==> src/rtl/fifo_pkg.sv <==
// rtl/fifo_pkg.sv - Gray/binary pointer helpers shared by both FIFO pointer controllers.
package fifo_pkg;

  // Widest pointer supported: ADDRESS_WIDTH up to 16 plus the wrap bit.
  localparam int PTR_MAX_W = 17;

  typedef logic [PTR_MAX_W-1:0] ptr_t;

  // Callers zero-extend into ptr_t and truncate the result.
  // Leading zeros leave both conversions unchanged.
  function automatic ptr_t bin2gray(input ptr_t bin);
    return bin ^ (bin >> 1);
  endfunction

  function automatic ptr_t gray2bin(input ptr_t gray);
    ptr_t bin;
    bin[PTR_MAX_W-1] = gray[PTR_MAX_W-1];
    for (int i = PTR_MAX_W - 2; i >= 0; i--) begin
      bin[i] = bin[i+1] ^ gray[i];
    end
    return bin;
  endfunction

endpackage

==> src/rtl/fifo_gray2bin.sv <==
// rtl/fifo_gray2bin.sv - Width-parametrised Gray-to-binary converter, shared with the read-side level logic.
module fifo_gray2bin
  import fifo_pkg::*;
#(
  parameter int W = 4
) (
  input  logic [W-1:0] gray,
  output logic [W-1:0] bin
);

  assign bin = W'(gray2bin(ptr_t'(gray)));

endmodule

==> src/rtl/fifo_wr_ptr_ctrl.sv <==
// rtl/fifo_wr_ptr_ctrl.sv - Async FIFO write-side pointer, full/almost-full/level and sticky overflow.
module fifo_wr_ptr_ctrl
  import fifo_pkg::*;
#(
  parameter int ADDRESS_WIDTH = 3
) (
  input  logic                   W_CLK,
  input  logic                   W_RST,
  input  logic                   W_INC,
  input  logic [ADDRESS_WIDTH:0] SYNC_RD_PTR,
  input  logic [ADDRESS_WIDTH:0] AF_THRESH,
  input  logic                   OVF_CLR,
  output logic                   WR_EN,
  output logic [ADDRESS_WIDTH-1:0] WR_ADDR,
  output logic [ADDRESS_WIDTH:0] WR_PTR,
  output logic                   FULL,
  output logic                   ALMOST_FULL,
  output logic [ADDRESS_WIDTH:0] FILL_LEVEL,
  output logic                   OVERFLOW
);

  localparam int PTR_W = ADDRESS_WIDTH + 1;

  logic [ADDRESS_WIDTH:0] wr_bin;
  logic [ADDRESS_WIDTH:0] wr_bin_next;
  logic [ADDRESS_WIDTH:0] wr_gray_next;
  logic [ADDRESS_WIDTH:0] rd_bin;
  logic                   overflow_q;

  fifo_gray2bin #(.W(PTR_W)) u_rd_gray2bin (
    .gray (SYNC_RD_PTR),
    .bin  (rd_bin)
  );

  // Full when the write pointer is one lap ahead: top two Gray bits inverted, rest equal.
  assign FULL  = (WR_PTR == {~SYNC_RD_PTR[ADDRESS_WIDTH:ADDRESS_WIDTH-1],
                             SYNC_RD_PTR[ADDRESS_WIDTH-2:0]});
  assign WR_EN = W_INC & ~FULL;

  assign wr_bin_next  = WR_EN ? wr_bin + PTR_W'(1) : wr_bin;
  assign wr_gray_next = PTR_W'(bin2gray(ptr_t'(wr_bin_next)));

  always_ff @(posedge W_CLK or posedge W_RST) begin
    if (W_RST) begin
      wr_bin <= '0;
      WR_PTR <= '0;
    end else begin
      wr_bin <= wr_bin_next;
      WR_PTR <= wr_gray_next;
    end
  end

  // A rejected push outranks a same-cycle clear so no overflow event is lost.
  always_ff @(posedge W_CLK or posedge W_RST) begin
    if (W_RST) begin
      overflow_q <= 1'b0;
    end else if (W_INC && FULL) begin
      overflow_q <= 1'b1;
    end else if (OVF_CLR) begin
      overflow_q <= 1'b0;
    end
  end

  assign WR_ADDR     = wr_bin[ADDRESS_WIDTH-1:0];
  assign FILL_LEVEL  = wr_bin - rd_bin;
  assign ALMOST_FULL = (FILL_LEVEL >= AF_THRESH);
  assign OVERFLOW    = overflow_q;

endmodule

==> config.mk <==
export PLATFORM = sky130hd
export DESIGN_NAME = fifo_wr_ptr_ctrl
export DESIGN_NICKNAME = d
export VERILOG_FILES = /design/src/rtl/fifo_pkg.sv /design/src/rtl/fifo_gray2bin.sv /design/src/rtl/fifo_wr_ptr_ctrl.sv
export SDC_FILE = /design/constraint.sdc
export NUM_CORES = 1
export LEC_CHECK = 0
export CELL_PAD_IN_SITES_DETAIL_PLACEMENT = 0
export CELL_PAD_IN_SITES_GLOBAL_PLACEMENT = 2
export CORE_UTILIZATION = 22
export CTS_CLUSTER_DIAMETER = 60
export DETAILED_ROUTE_END_ITERATION = 10
export HOLD_SLACK_MARGIN = 0.08
export PLACE_DENSITY = 0.76
export RECOVER_POWER = 100
export SLEW_MARGIN = 20
export SYNTH_ARGS = -nofsm -noshare
export SYNTH_HDL_FRONTEND = slang
export SYNTH_SLANG_ARGS = --single-unit
==> constraint.sdc <==
create_clock -name W_CLK -period 3.13 [get_ports W_CLK]
set_input_delay 0.626 -clock W_CLK [delete_from_list [all_inputs] [get_ports W_CLK]]
set_output_delay 0.626 -clock W_CLK [all_outputs]
set_load 0.01 [all_outputs]
* After elaboration in Yosys (flattened, before gate mapping)
Index checks and enable logic that the tools add are counted.
** Storage, ports and cells
- Register bits after elaboration :: 9
- Output and inout port bits :: 15
- Logic and storage cells :: 19
** Operators by class
- Add/sub/neg operators :: 2
- Eq/ne operators :: 1
- Bitwise operators :: 7
- Order comparisons :: 1
- Mux-type cells :: 3
- Reduce and logical (&&, ||, !) cells :: 2
** Operators by type and width (number)
- $add 4x1->4 const B :: 1
- $eq 4x4->1 :: 1
- $ge 4x4->1 :: 1
- $mux 4 :: 1
- $sub 4x4->4 :: 1
- $xor 4x3->4 :: 1
- $xor 1x1->1 :: 3
- $mux 1 :: 2
- $not 2->2 :: 1
- $reduce_bool 2->1 :: 1
- $and 1x1->1 :: 1
- $logic_and 1x1->1 :: 1
- $not 1->1 :: 1

* Longest topological paths before layout
- Depth after elaboration :: 6
- Depth in mapped cells :: 10
- Gate-level depth less buffers :: 10

* By module
A second synthesis with hierarchy kept.
** Second synthesis, totals
- Cells, all modules :: 70
- Area, all modules :: 710.7 µm²
** By module, submodules not included
- fifo_wr_ptr_ctrl :: times used 1, area an instance 660.6 µm², sequential area each 200.2 µm², cells each 65
- fifo_gray2bin :: times used 1, area an instance 50.0 µm², sequential area each 0.0 µm², cells each 5

* Worst setup path before layout
Ideal clock, no wire load.
- Path kind :: input port to output port
- Start :: input port SYNC_RD_PTR[2]
- End :: output port ALMOST_FULL
- Path slack :: -193 ps
- Path buffers :: 0
- Stages on the path :: 10
- Arrival :: 2697 ps
- Data required time :: 2504 ps
- Path through :: xnor2_1 > xor2_1 > xnor2_1 > ha_1 > fa_1 > inv_1 > ha_1 > a21o_1 > a21o_1 > a21o_1
** Between the ends
- Word-level cells in the longest chain between the ends :: 5
** RTL lines
- start: declaration :: line fifo_wr_ptr_ctrl.sv:10 : input logic [ADDRESS_WIDTH:0] SYNC_RD_PTR,
- $xor 1x1->1 (*) (2 in a row) :: line fifo_pkg.sv:19 : bin[i] = bin[i+1] ^ gray[i];
- $xor 1x1->1 :: line fifo_pkg.sv:19
- $sub 4x4->4 (*) :: line fifo_wr_ptr_ctrl.sv:65 : assign FILL_LEVEL = wr_bin - rd_bin;
- via FILL_LEVEL[1] :: line fifo_wr_ptr_ctrl.sv:18 : output logic [ADDRESS_WIDTH:0] FILL_LEVEL,
- $ge 4x4->1 (*) :: line fifo_wr_ptr_ctrl.sv:66 : assign ALMOST_FULL = (FILL_LEVEL >= AF_THRESH);
- end: declaration :: line fifo_wr_ptr_ctrl.sv:17 : output logic ALMOST_FULL,
Mark *: on every way through the listed nets, which the timed path passes. The rest lies on a longest branch.

* Worst setup path in the final report
- Start :: input port SYNC_RD_PTR[2]
- End :: output port ALMOST_FULL
** Between the ends
- Word-level cells in the longest chain between the ends :: 5
** RTL lines (line)
- $xor 1x1->1 (*) :: fifo_pkg.sv:19
- $xor 1x1->1 (2 in a row) :: fifo_pkg.sv:19
- $sub 4x4->4 (*) :: fifo_wr_ptr_ctrl.sv:65
- $ge 4x4->1 (*) :: fifo_wr_ptr_ctrl.sv:66
Mark *: on every way between the ends. The rest lies on a longest branch, timed or not.

==> impl_metrics.ini <==
[placed_design]
dp_cells = 151
post-dp-hpwl_um = 1310
port_buffers = 26
place_congestion = 0.659

[sta]
worst_slack_ns = -0.262
finalSetupViolations = 2
slew_headroom_pct = 72.3
skew_ns = 0.00561
worst_slew_pin_slew_ns = 0.416
drv_slew = 0
max_freq_mhz = 295
final.setup.tns_ns = -0.385
rsz0062_at_grt = yes
hold_slack_ns = 0.520
timing.final.crit_share_pct = 108
min_period_ns = 3.39
finalHoldViolations = 0

[floorplan]
row_count = 20
die_area_sq_mm = 0.00340
die_w_um = 58.3
ioPinCount = 27
initial_core_util_pct = 23.1
core_sq_mm = 0.00303
die_h_um = 58.3

[detailed_routing]
avgViaCountPerCell = 4.00
dr_total_vias = 624
drc = 0
drt.antenna.violating_nets = 0
wl_per_cell_um = 10.2
firstDrtPassIters = 2
initialDrtViolationCount = 13
wirelength_um = 1590

[synth]
synthesis.area_sq_um = 698
synth.net_count = 92
yosys.area.top_type = dfrtp_1
synth_top_area_share_pct = 28.7
netlist_instances = 71
ys.flop_type = dfrtp_1
synth_seq_cells = 8
synth.avg_cell_area_sq_um = 9.83
async_reset_ff_share_pct = 100
ys_top_cells_by_area = dfrtp_1, ha_1, xnor2_1, inv_1, xor2_1
yosysSeqAreaShare_pct = 28.7
synth_common_cells = inv_1, xnor2_1, dfrtp_1, ha_1
ys_warn_count = 0
ys_types = 20
yosysMostFrequentCell = inv_1
synth_edf_count = 0

[grt]
grt_max_degree = 10
grt_usage_pct = 10.2
first_global_vias = 621
gr-total-overflow = 0
grt_pass1_wl_um = 2660
antenna_found_initial = 0

[run]
max_cap_viol_count = 0

[critical_path]
path_class = in -> out
r2r-start = WR_PTR[3]
arrival_ns = 2.77
worstPathRequired_ns = 2.50
ff2ff_setup_slack_ns = 1.21
worst-path-max-fanout = 2
timing.rr.end = WR_PTR[1]
r2r_cells = 6
cp-end-kind = output port
startpoint_type = input pin

[worst_hold_path]
hold_end = OVERFLOW
hold_path.class = reg -> reg
hold_depth = 2
hold_start = OVERFLOW

[clocking]
cts_max_level = 1
clk_pin_slew_ns = 0.05
numCtsBuffers = 3
clock_latency_ns = 0.25
cts.sinks = 8
clockRootBuffer = clkbuf_4
cts_hold_buf = 0
clk_path_buf_depth = 2
cts_tree = built

[pwr]
p_leak_uw = 0.000556
power_density_mw_per_mm2 = 992
ir_drop_uv = 192

[finish]
utilization_pct = 38.1
fin_cells = 156
diodes = 0
area_growth_syn_to_layout_pct = 65.4
final_nets = 135
final_layout_size_suffix_gt1_share_pct = 22.3

[run_status]
outcome = finished with violations
violations = setup timing
worst max-delay path by stage:
stage                        to  slack, ns  cells after the start      startpoint
finish              ALMOST_FULL      -0.26                     12  SYNC_RD_PTR[2]
detailed placement  ALMOST_FULL      -1.14                     12  SYNC_RD_PTR[2]
global route        ALMOST_FULL      -0.37                     12  SYNC_RD_PTR[2]
global placement    ALMOST_FULL      -1.12                     12  SYNC_RD_PTR[2]
CTS                 ALMOST_FULL      -0.30                     12  SYNC_RD_PTR[3]
floorplan           ALMOST_FULL      -0.04                     10  SYNC_RD_PTR[2]
logic make-up (layout without fill, tap and decap cells):
family,count (synthesis),in the layout,share of synthesized area (%)
and+or+nand+nor,10,10,7.53
xor gates and xnor gates,15,15,19.9
adders and majority gates,9,9,17.2
buffers and inverters,15,56,8.06
AOI/OAI and AO/OA,11,11,14.3
DFF,8,8,28.7
muxes,3,3,4.30
metrics by stage:
step,power (uW),setup slack [ns],instance area [sq um]
floorplan,721,-0.0402,734
global placement,1120,-1.12,1120
detailed placement,1140,-1.14,1120
CTS,1200,-0.296,1170
global route,1270,-0.369,1150
finish,1150,-0.262,1150
critical path, cell delays in order:
cell     delay [ns]
buf_8          0.10
xnor2_4        0.19
xor2_2         0.19
xnor2_1        0.14
ha_2           0.21
fa_1           0.43
inv_2          0.09
ha_4           0.19
a21o_1         0.17
a21o_1         0.15
a21o_1         0.14
buf_2          0.13
what timing repair did:
action                                  4_1_cts  5_1_grt
endpoints found under the hold margin         0        0
pin swaps                                     6        6
cloned                                        0        0
buffers inserted                              2        0
endpoints found under the setup margin        5        3
gates resized for setup                      22        1
cell usage in the layout (no fill, tap or decap), types with 2 or more instances in the layout:
cell / n
clkbuf_4: 5
dlygate4sd2_1: 2
dfrtp_1: 8
nand4_1: 3
mux2i_1: 3
buf_8: 2
ha_1: 6
inv_1: 14
xor2_1: 3
dlygate4sd3_1: 9
a211o_1: 2
xor2_2: 2
buf_4: 9
xnor2_1: 8
a21o_1: 4
clkdlybuf4s50_1: 11
nand2_1: 4
power by group:
part	internal (uW)	leakage, uW	switching, uW
Combinational	470	0.000446	387
Sequential	158	0.0000965	54.6
Clock	43.7	0.0000138	32.1
layer usage:
layer / GRT usage [%] / vias up / wire length [um]
li1: - / 317 / -
met1: 11.4 / 289 / 679
met2: 18.7 / 16 / 812
met3: 0.440 / 2 / 66
met4: 7.14 / 0 / 26
met5: 0 / - / 0
flip-flops by register name, summed over array words and instances (netlist names):
| signal | cells |
|---|---|
| OVERFLOW | 1 |
| WR_PTR | 4 |
| wr_bin | 3 |
final cells by class:
class,instances,area [sq um]
clock buffer,3,22.5
fill,299,1870
timing repair buffer,38,349
multi-input combinational,48,472
tap,44,55.1
sequential,8,200
inverter,15,56.3
No activity file was read; power rests on OpenSTA's default activity.
